## src/rtl/gf180mcu_fd_sc_mcu7t5v0__pwrsw_seq_pkg.sv

```systemverilog
// Shared definitions for the power-switch group sequencer: state encoding,
// parameter range limits and the step-counter width helper.
package gf180mcu_fd_sc_mcu7t5v0__pwrsw_seq_pkg;

  localparam int GROUPS_MIN      = 1;
  localparam int GROUPS_MAX      = 16;
  localparam int STEP_CYCLES_MIN = 1;
  localparam int STEP_CYCLES_MAX = 256;

  localparam logic [1:0] ST_OFF       = 2'd0;
  localparam logic [1:0] ST_RAMP_UP   = 2'd1;
  localparam logic [1:0] ST_ON        = 2'd2;
  localparam logic [1:0] ST_RAMP_DOWN = 2'd3;

  typedef enum logic [1:0] {
    S_OFF       = ST_OFF,
    S_RAMP_UP   = ST_RAMP_UP,
    S_ON        = ST_ON,
    S_RAMP_DOWN = ST_RAMP_DOWN
  } pwrsw_state_e;

  // A single-cycle step still needs a 1-bit counter so the timer keeps a
  // uniform structure; it simply never leaves zero.
  function automatic int step_cnt_width(input int step_cycles);
    return (step_cycles > 1) ? $clog2(step_cycles) : 1;
  endfunction

endpackage

```

## src/rtl/gf180mcu_fd_sc_mcu7t5v0__pwrsw_seq_timer.sv

```systemverilog
// Inrush spacing timer: reloads STEP_CYCLES-1 whenever the enables change and
// counts down to zero; a new enable change is allowed only at zero.
module gf180mcu_fd_sc_mcu7t5v0__pwrsw_seq_timer
  import gf180mcu_fd_sc_mcu7t5v0__pwrsw_seq_pkg::*;
#(
  parameter int STEP_CYCLES = 8,
  parameter int CNT_W       = step_cnt_width(STEP_CYCLES)
) (
  input  logic clk,
  input  logic rst_n,
  input  logic load,
  output logic allowed
);

  localparam logic [CNT_W-1:0] RELOAD = CNT_W'(STEP_CYCLES - 1);

  logic [CNT_W-1:0] cnt;

  // Down-counter: reload on every enable change, otherwise decay to zero.
  always_ff @(posedge clk or negedge rst_n) begin
    if (!rst_n) begin
      cnt <= '0;
    end else if (load) begin
      cnt <= RELOAD;
    end else if (cnt != '0) begin
      cnt <= cnt - CNT_W'(1);
    end
  end

  assign allowed = (cnt == '0);

endmodule

```

## src/rtl/gf180mcu_fd_sc_mcu7t5v0__pwrsw_seq.sv

```systemverilog
// Staggered power-switch group enable sequencer.
//
// state     | meaning
// ----------+-----------------------------------------------------------
// OFF       | all groups off, waiting for REQ (and for the step timer)
// RAMP_UP   | turning groups on one by one, lowest first
// ON        | all groups on and settled, ACK asserted
// RAMP_DOWN | turning groups off one by one, highest first
module gf180mcu_fd_sc_mcu7t5v0__pwrsw_seq
  import gf180mcu_fd_sc_mcu7t5v0__pwrsw_seq_pkg::*;
#(
  parameter int GROUPS      = 4,
  parameter int STEP_CYCLES = 8
) (
  input  logic              CLK,
  input  logic              RN,
  input  logic              REQ,
  output logic [GROUPS-1:0] EN,
  output logic              ACK,
  output logic              BUSY
);

  if (GROUPS < GROUPS_MIN || GROUPS > GROUPS_MAX) begin : g_bad_groups
    $error("pwrsw_seq: GROUPS=%0d outside %0d..%0d", GROUPS, GROUPS_MIN, GROUPS_MAX);
  end
  if (STEP_CYCLES < STEP_CYCLES_MIN || STEP_CYCLES > STEP_CYCLES_MAX) begin : g_bad_step
    $error("pwrsw_seq: STEP_CYCLES=%0d outside %0d..%0d", STEP_CYCLES,
           STEP_CYCLES_MIN, STEP_CYCLES_MAX);
  end

  localparam int CNT_W = step_cnt_width(STEP_CYCLES);

  logic [1:0]        state;
  logic [1:0]        state_nx;
  logic [GROUPS-1:0] en;
  logic [GROUPS-1:0] en_nx;
  logic [GROUPS-1:0] en_up;
  logic [GROUPS-1:0] en_dn;
  logic              ack;
  logic              busy;
  logic              step_ok;
  logic              en_load;

  // Thermometer neighbours: one more group on, one fewer group on.
  assign en_up = (en << 1) | GROUPS'(1);
  assign en_dn = en >> 1;

  // Any enable change restarts the spacing timer.
  assign en_load = (en_nx != en);

  gf180mcu_fd_sc_mcu7t5v0__pwrsw_seq_timer #(
    .STEP_CYCLES(STEP_CYCLES),
    .CNT_W      (CNT_W)
  ) u_timer (
    .clk    (CLK),
    .rst_n  (RN),
    .load   (en_load),
    .allowed(step_ok)
  );

  // Next-state and next-enable decision; at most one group moves per edge.
  always_comb begin
    state_nx = state;
    en_nx    = en;
    case (state)
      ST_OFF: begin
        if (REQ && step_ok) begin
          en_nx    = GROUPS'(1);
          state_nx = ST_RAMP_UP;
        end
      end
      ST_RAMP_UP: begin
        if (REQ) begin
          if (step_ok) begin
            if (&en) begin
              state_nx = ST_ON;
            end else begin
              en_nx = en_up;
            end
          end
        end else begin
          state_nx = ST_RAMP_DOWN;
          if (step_ok) begin
            en_nx = en_dn;
            // Dropping the last group while reversing lands directly in OFF
            // so RAMP_DOWN never holds an all-off vector.
            if (en_dn == '0) begin
              state_nx = ST_OFF;
            end
          end
        end
      end
      ST_ON: begin
        // ON is only entered with the timer expired, so no step check here.
        if (!REQ) begin
          en_nx    = en_dn;
          state_nx = (en_dn == '0) ? ST_OFF : ST_RAMP_DOWN;
        end
      end
      ST_RAMP_DOWN: begin
        if (REQ) begin
          state_nx = ST_RAMP_UP;
        end else if (step_ok) begin
          en_nx = en_dn;
          if (en_dn == '0) begin
            state_nx = ST_OFF;
          end
        end
      end
      default: begin
        state_nx = ST_OFF;
        en_nx    = '0;
      end
    endcase
  end

  // State and registered outputs; reset drops every group at once.
  always_ff @(posedge CLK or negedge RN) begin
    if (!RN) begin
      state <= ST_OFF;
      en    <= '0;
      ack   <= 1'b0;
      busy  <= 1'b0;
    end else begin
      state <= state_nx;
      en    <= en_nx;
      ack   <= (state_nx == ST_ON);
      busy  <= (state_nx == ST_RAMP_UP) || (state_nx == ST_RAMP_DOWN);
    end
  end

  assign EN   = en;
  assign ACK  = ack;
  assign BUSY = busy;

endmodule

```

## config.mk

```make
export PLATFORM = sky130hd
export DESIGN_NAME = gf180mcu_fd_sc_mcu7t5v0__pwrsw_seq
export DESIGN_NICKNAME = d
export VERILOG_FILES = /design/src/rtl/gf180mcu_fd_sc_mcu7t5v0__pwrsw_seq_pkg.sv /design/src/rtl/gf180mcu_fd_sc_mcu7t5v0__pwrsw_seq_timer.sv /design/src/rtl/gf180mcu_fd_sc_mcu7t5v0__pwrsw_seq.sv
export SDC_FILE = /design/constraint.sdc
export NUM_CORES = 1
export LEC_CHECK = 0
export BUFFER_PORTS_ARGS = -buffer_cell sky130_fd_sc_hd__clkbuf_2
export CORE_UTILIZATION = 45
export CTS_BUF_LIST = sky130_fd_sc_hd__clkbuf_8
export DETAILED_ROUTE_END_ITERATION = 6
export SLEW_MARGIN = 20
export SYNTH_ARGS = -nofsm -noshare
export SYNTH_HDL_FRONTEND = slang
export SYNTH_SLANG_ARGS = --single-unit
```

## constraint.sdc

```tcl
create_clock -name CLK -period 3.9 [get_ports CLK]
set_clock_uncertainty 0.15 [all_clocks]
set_input_delay 0.195 -clock CLK [delete_from_list [all_inputs] [get_ports CLK]]
set_output_delay 0.195 -clock CLK [all_outputs]
set_load 0.02 [all_outputs]
```

-- Word-level counts from Yosys, hierarchy flattened
Cells that the tools add are included.
W data, S select, Z words.
- flip-flop bits (word level): 11
- add/sub/neg operators: 1
- equality and inequality tests: 7
- reductions and logical operators: 8
- multiplexer cells: 21
- operator list (kind ; number):
    $mux W4 ; 7
    $mux W2 ; 10
    $pmux W4 S4 ; 1
    $eq A2 B2 Y1 const B ; 4
    $pmux W2 S4 ; 1
    $mux W3 ; 2
    $eq A2 B1 Y1 const B ; 2
    $logic_not A4 Y1 ; 1
    $ne A4 B4 Y1 ; 1
    $reduce_and A4 Y1 ; 1
    $logic_not A3 Y1 ; 1
    $reduce_bool A3 Y1 ; 1
    $sub A3 B1 Y3 const B ; 1
    $logic_not A2 Y1 ; 1
    $reduce_bool A2 Y1 ; 1
    $logic_and A1 B1 Y1 ; 1
    $logic_or A1 B1 Y1 ; 1

-- Depth between registers and ports, before layout
- depth after elaboration: 7
- depth in mapped cells: 8

-- Cells and area by module
Synthesis repeated with hierarchy kept, for this count alone.
- cells, all modules: 96
- area, all modules: 794.5 sq um
- by module, submodules not included (module ; area an instance (sq um) ; cells each ; seq. area each (sq um) ; instances):
    gf180mcu_fd_sc_mcu7t5v0__pwrsw_seq ; 614.3 ; 79 ; 175.2 ; 1
    gf180mcu_fd_sc_mcu7t5v0__pwrsw_seq_timer ; 180.2 ; 17 ; 75.1 ; 1

-- Worst setup path before layout
Ideal clock, no wire load.
- kind: reg-to-reg
- from: register u_timer.cnt[0]
- to: register u_timer.cnt[0]
- buffers on the path: 1
- data required time: 3.614 ns
- data arrival time: 1.539 ns
- path slack: 2.075 ns
- cell stages (with the launch flop): 9
- cell sequence: dfrtp_1 -> inv_1 -> ha_1 -> nor2b_1 -> buf_2 -> a21o_1 -> a222oi_1 -> o211a_1 -> nand3_1
- word-level cells in the longest chain between the ends: 6
- elaborated cells between the ends (all ways): 14
- ends and longest elaborated chain (item ; line ; source):
    start, declared ; gf180mcu_fd_sc_mcu7t5v0__pwrsw_seq_timer.sv:17 ; logic [CNT_W-1:0] cnt;
    start signal, assigned ; gf180mcu_fd_sc_mcu7t5v0__pwrsw_seq_timer.sv:26 ; cnt <= cnt - CNT_W'(1);
    $logic_not A3 Y1 ; gf180mcu_fd_sc_mcu7t5v0__pwrsw_seq_timer.sv:30 ; assign allowed = (cnt == '0);
    $mux W4, or another cell as far along ; gf180mcu_fd_sc_mcu7t5v0__pwrsw_seq.sv:83, gf180mcu_fd_sc_mcu7t5v0__pwrsw_seq.sv:103 ;
    $mux W4, on equally long branches ; gf180mcu_fd_sc_mcu7t5v0__pwrsw_seq.sv:101, gf180mcu_fd_sc_mcu7t5v0__pwrsw_seq.sv:67, gf180mcu_fd_sc_mcu7t5v0__pwrsw_seq.sv:73 ;
    $pmux W4 S4 ; gf180mcu_fd_sc_mcu7t5v0__pwrsw_seq.sv:65 ; case (state)
    $ne A4 B4 Y1 ; gf180mcu_fd_sc_mcu7t5v0__pwrsw_seq.sv:49 ; assign en_load = (en_nx != en);
    $mux W3 / $reduce_bool A2 Y1 (equally long branches) ; n/a ;
Several ways; a longest one is shown, not always the timed one. The select of a mux whose other input is x is not followed.
A chain may end at the register's enable or synchronous reset.

-- Worst setup path after layout
- from: register u_timer.cnt[0]
- to: register en[1] (netlist: EN[1])
- word-level cells in the longest chain between the ends: 4
- elaborated cells between the ends (all ways): 8
- ends and longest elaborated chain (item ; line ; source):
    $logic_not A3 Y1 * ; gf180mcu_fd_sc_mcu7t5v0__pwrsw_seq_timer.sv:30 ;
    $mux W4, or another cell as far along ; gf180mcu_fd_sc_mcu7t5v0__pwrsw_seq.sv:83, gf180mcu_fd_sc_mcu7t5v0__pwrsw_seq.sv:103 ;
    $mux W4, on equally long branches ; gf180mcu_fd_sc_mcu7t5v0__pwrsw_seq.sv:101, gf180mcu_fd_sc_mcu7t5v0__pwrsw_seq.sv:67, gf180mcu_fd_sc_mcu7t5v0__pwrsw_seq.sv:73 ;
    $pmux W4 S4 * ; gf180mcu_fd_sc_mcu7t5v0__pwrsw_seq.sv:65 ;
    named net en_nx[1] ; gf180mcu_fd_sc_mcu7t5v0__pwrsw_seq.sv:36 ; logic [GROUPS-1:0] en_nx;
    end signal, assigned ; gf180mcu_fd_sc_mcu7t5v0__pwrsw_seq.sv:126 ; en <= en_nx;
    end, declared ; gf180mcu_fd_sc_mcu7t5v0__pwrsw_seq.sv:35 ; logic [GROUPS-1:0] en;
Mark *: on every way through the listed nets, which the timed path passes. The rest lies on a longest branch.

==> load_flow_metrics.sql <==
INSERT INTO impl_metrics (metric_group, metric, value, unit) VALUES
('status', 'run_status', 'complete, no violations', ''),
('grt', 'groute.usage.overall', '0.2261', ''),
('yosys', 'yosys_register_bits', '10', ''),
('layout', 'count_of_antenna_diodes_in_the_layout', '0', ''),
('setup_path', 'launch_instance_of_the_worst_register_to_register_path', 'u_timer.cnt[0]$_DFFE_PN0P_', ''),
('routing', 'drt_pass1_iterations', '4', ''),
('sta', 'achievable-frequency', '0.4621', 'GHz'),
('place', 'numPortBuffers', '8', ''),
('floorplan', 'design.portCount', '9', ''),
('sta', 'timing.final.hold_violations', '0', ''),
('clocking', 'path_clk_slew', '0.05', 'ns'),
('setup_path', 'arrival', '2.11', 'ns'),
('power', 'p_leak', '0.3921', 'nW'),
('setup_path', 'crit_type', 'flip-flop to flip-flop', ''),
('yosys', 'synth_top_cells_by_area', 'dfrtp_1, o21ai_0, o211ai_1, nor2b_1, a21oi_1', ''),
('clocking', 'clock_root_buffer_master', 'clkbuf_8', ''),
('routing', 'wirelength_routed', '1943', 'microns'),
('yosys', 'yosysTopAreaCellShare', '0.2999', ''),
('clocking', 'cts_tree', 'yes', ''),
('floorplan', 'placeableCoreArea', '1727', 'sq um'),
('yosys', 'post_synth_inst_count', '107', ''),
('setup_path', 'worstRegToRegCells', '6', ''),
('grt', 'grt_first_pass_wirelength', '3277', 'microns'),
('layout', 'post-route-util', '0.5362', ''),
('sta', 'slew_viol_final', '0', ''),
('clocking', 'cts_sinks', '10', ''),
('hold_path', 'hold_class', 'input pin to asynchronous set/reset pin', ''),
('grt', 'grt_remaining_overflow', '0', ''),
('grt', 'grt_antenna_before_repair', '0', ''),
('sta', 'fin_tns_setup', '0', 'ns'),
('yosys', 'avgSynthCellArea', '7.800', 'sq um'),
('sta', 'report.final.setup_viol', '0', ''),
('setup_path', 'crit_path_end_kind', 'flip-flop', ''),
('floorplan', 'die_height', '45.07', 'microns'),
('place', 'globalplace.congestion', '0.8919', ''),
('clocking', 'cts_post_setup_buffers_inserted', '0', ''),
('place', 'detailedPlacementHpwl', '1325', 'microns'),
('yosys', 'yosysWarnings', '0', ''),
('routing', 'initialDrtViolationCount', '22', ''),
('yosys', 'syn_area', '834.6', 'sq um'),
('routing', 'post_dr_wirelength_cell', '14.29', 'microns'),
('layout', 'area_delta_synth_final', '10.94', '%'),
('clocking', 'htree_levels', '1', ''),
('sta', 'timing.slew.headroom', '0.5548', ''),
('yosys', 'synth.distinct_cells', '31', ''),
('sta', 'slew_at_the_pin_with_the_worst_max_slew_slack', '0.6664', 'ns'),
('setup_path', 'r2r_setup_slack', '1.74', 'ns'),
('power', 'powerDensity', '625.9', 'nW/um^2'),
('sta', 'post-route-period-util', '0.5548', ''),
('setup_path', 'worst_setup_path_start_kind', 'flip-flop', ''),
('grt', 'first_global_vias', '676', ''),
('routing', 'detail-route-antenna-nets', '0', ''),
('clocking', 'cts_hold_buf', '1', ''),
('floorplan', 'chipWidth', '45.07', 'microns'),
('routing', 'drc_errors', '0', ''),
('yosys', 'synth_area_leader_cell', 'dfrtp_1', ''),
('layout', 'drive_gt1_frac', '0.1441', ''),
('power', 'irDropWorstVdd', '0.3692', 'mV'),
('floorplan', 'initial_utilization', '0.4833', ''),
('floorplan', 'dieArea', '2031', 'sq um'),
('grt', 'largest_net_degree_at_the_start_of_global_routing', '22', ''),
('clocking', 'numCtsBuffers', '3', ''),
('routing', 'vias_after_detailed_routing', '794', ''),
('setup_path', 'timing.critical_path.fanout_max', '8', ''),
('yosys', 'postSynthNetCount', '112', ''),
('routing', 'detail_route.vias_per_cell', '5.838', ''),
('sta', 'grt_setup_unrepaired', 'no', ''),
('floorplan', 'num_rows', '15', ''),
('clocking', 'cts_resized', '0', ''),
('setup_path', 'cp_data_required_time', '3.85', 'ns'),
('sta', 'period_minus_slack', '2.164', 'ns'),
('clocking', 'clock_insertion_delay_worst_skew', '0.24', 'ns'),
('layout', 'design.final.nets', '117', ''),
('flow_run', 'max_cap_violation_count', '0', ''),
('yosys', 'synth.yosys.seq_area_share', '0.2999', ''),
('layout', 'fill_cells', '179', ''),
('setup_path', 'crit-reg2reg-capture', 'EN[1]$_DFF_PN0_', ''),
('clocking', 'ctsLongestPathBuffers', '2', '');
## worst max-delay path, stage by stage, from the launching register on
cell and delay [ns]:
dfrtp_1 0.35, inv_1 0.10, ha_1 0.23, nor2b_1 0.57, o21ai_0 0.26, a221oi_1 0.30
a21oi_1 0.07
## kinds of logic (layout without fill, tap and decap cells)
group | count (synthesis) | after routing | share of synthesized area
multiplexers | 3 | 3 | 0.03898
buffers and inverters | 16 | 20 | 0.08547
adder cells (fa/ha/maj) | 2 | 2 | 0.02998
AO/OA/AOI/OAI | 38 | 38 | 0.3088
XOR/XNOR | 1 | 1 | 0.01050
AND/OR/NAND/NOR | 37 | 37 | 0.2264
flip-flops | 10 | 10 | 0.2999
## final cells by class
| type | count | area, sq um | share of cell area |
|---|---|---|---|
| Multi-Input combinational cell | 81 | 513.0 | 0.5541 |
| Clock buffer | 4 | 55.05 | 0.05946 |
| Inverter | 7 | 26.28 | 0.02838 |
| Sequential cell | 10 | 250.2 | 0.2703 |
| Timing Repair Buffer | 9 | 50.05 | 0.05405 |
| Tap cell | 25 | 31.28 | 0.03378 |
## report_power, final
part / switching, mW / internal (mW) / total (mW) / leakage [nW]
Clock: 0.0423 / 0.0889 / 0.131 / 0.0288
Combinational: 0.142 / 0.109 / 0.251 / 0.253
Sequential: 0.0600 / 0.137 / 0.197 / 0.110
Total: 0.244 / 0.335 / 0.579 / 0.392
## layout by cell type (no fill, tap or decap)
| master | count |
|---|---|
| xnor2_1 | 1 |
| a21oi_1 | 7 |
| o31ai_1 | 1 |
| o221ai_1 | 1 |
| nor2_1 | 9 |
| nor3b_2 | 1 |
| and4_1 | 1 |
| mux2i_1 | 1 |
| clkbuf_8 | 4 |
| a222oi_1 | 1 |
| nor2b_1 | 6 |
| ha_1 | 2 |
| o2111ai_1 | 2 |
| dlygate4sd3_1 | 1 |
| nor3_1 | 3 |
| mux2_2 | 2 |
| a31oi_1 | 2 |
| and3b_1 | 1 |
| o21ai_0 | 11 |
| o211ai_1 | 6 |
| inv_1 | 7 |
| nand3_1 | 6 |
| dfrtp_1 | 10 |
| clkbuf_2 | 8 |
| a311oi_2 | 1 |
| nand2_1 | 8 |
| o211a_1 | 1 |
| a21o_1 | 2 |
| a221oi_1 | 2 |
| nand2b_1 | 2 |
| a32oi_1 | 1 |
## sequential cells by signal, summed over array words and instances (netlist names)
signal / cells
state: 1
BUSY: 1
u_timer.cnt: 3
EN: 4
ACK: 1
## Yosys cell counts
library cell	instances
nand2_1	8
a21oi_1	7
a311oi_2	1
o21ai_0	11
mux2_2	2
mux2i_1	1
buf_2	6
nand2b_1	2
o31ai_1	1
a31oi_1	2
nand3_1	6
o211a_1	1
nor2_1	9
ha_1	2
and4_1	1
o221ai_1	1
a221oi_1	2
inv_1	7
a32oi_1	1
nor2b_1	6
o211ai_1	6
nor3_1	3
o2111ai_1	2
nor3b_2	1
buf_4	1
clkbuf_1	2
dfrtp_1	10
a222oi_1	1
xnor2_1	1
and3b_1	1
a21o_1	2
## worst max path at each step
stage / startpoint / to / slack, ns / cells past startpoint
4_1_cts: u_timer.cnt[0]$_DFFE_PN0P_ / EN[1]$_DFF_PN0_ / 1.78 / 6
5_1_grt: u_timer.cnt[0]$_DFFE_PN0P_ / EN[1]$_DFF_PN0_ / 1.59 / 6
3_3_place_gp: u_timer.cnt[0]$_DFFE_PN0P_ / EN[1]$_DFF_PN0_ / 1.79 / 6
3_5_place_dp: u_timer.cnt[0]$_DFFE_PN0P_ / EN[1]$_DFF_PN0_ / 1.80 / 6
6_report: u_timer.cnt[0]$_DFFE_PN0P_ / EN[1]$_DFF_PN0_ / 1.74 / 6
2_1_floorplan: u_timer.cnt[0]$_DFFE_PN0P_ / u_timer.cnt[0]$_DFFE_PN0P_ / 2.08 / 8
## per-stage QoR
stage	total power, mW	hold WS [ns]	cell area, sq um	worst slack [ns]	std cells
2_1_floorplan	0.3925	-0.2506	834.6	2.075	107
3_3_place_gp	0.4500	-0.06592	860.8	1.790	131
3_5_place_dp	0.4464	-0.06564	860.8	1.803	131
4_1_cts	0.5825	0.2168	925.9	1.785	136
5_1_grt	0.6277	0.2503	925.9	1.589	136
6_report	0.5795	0.2063	925.9	1.736	136
## per-layer routing
layer	GRT usage	up-vias	wire length [microns]
li1	-	400	-
met1	0.3108	372	942
met2	0.3362	22	900
met3	0.08000	0	99
met4	0.06061	0	0
met5	0	-	0
Note: power is estimated with default switching activity, not from simulation.
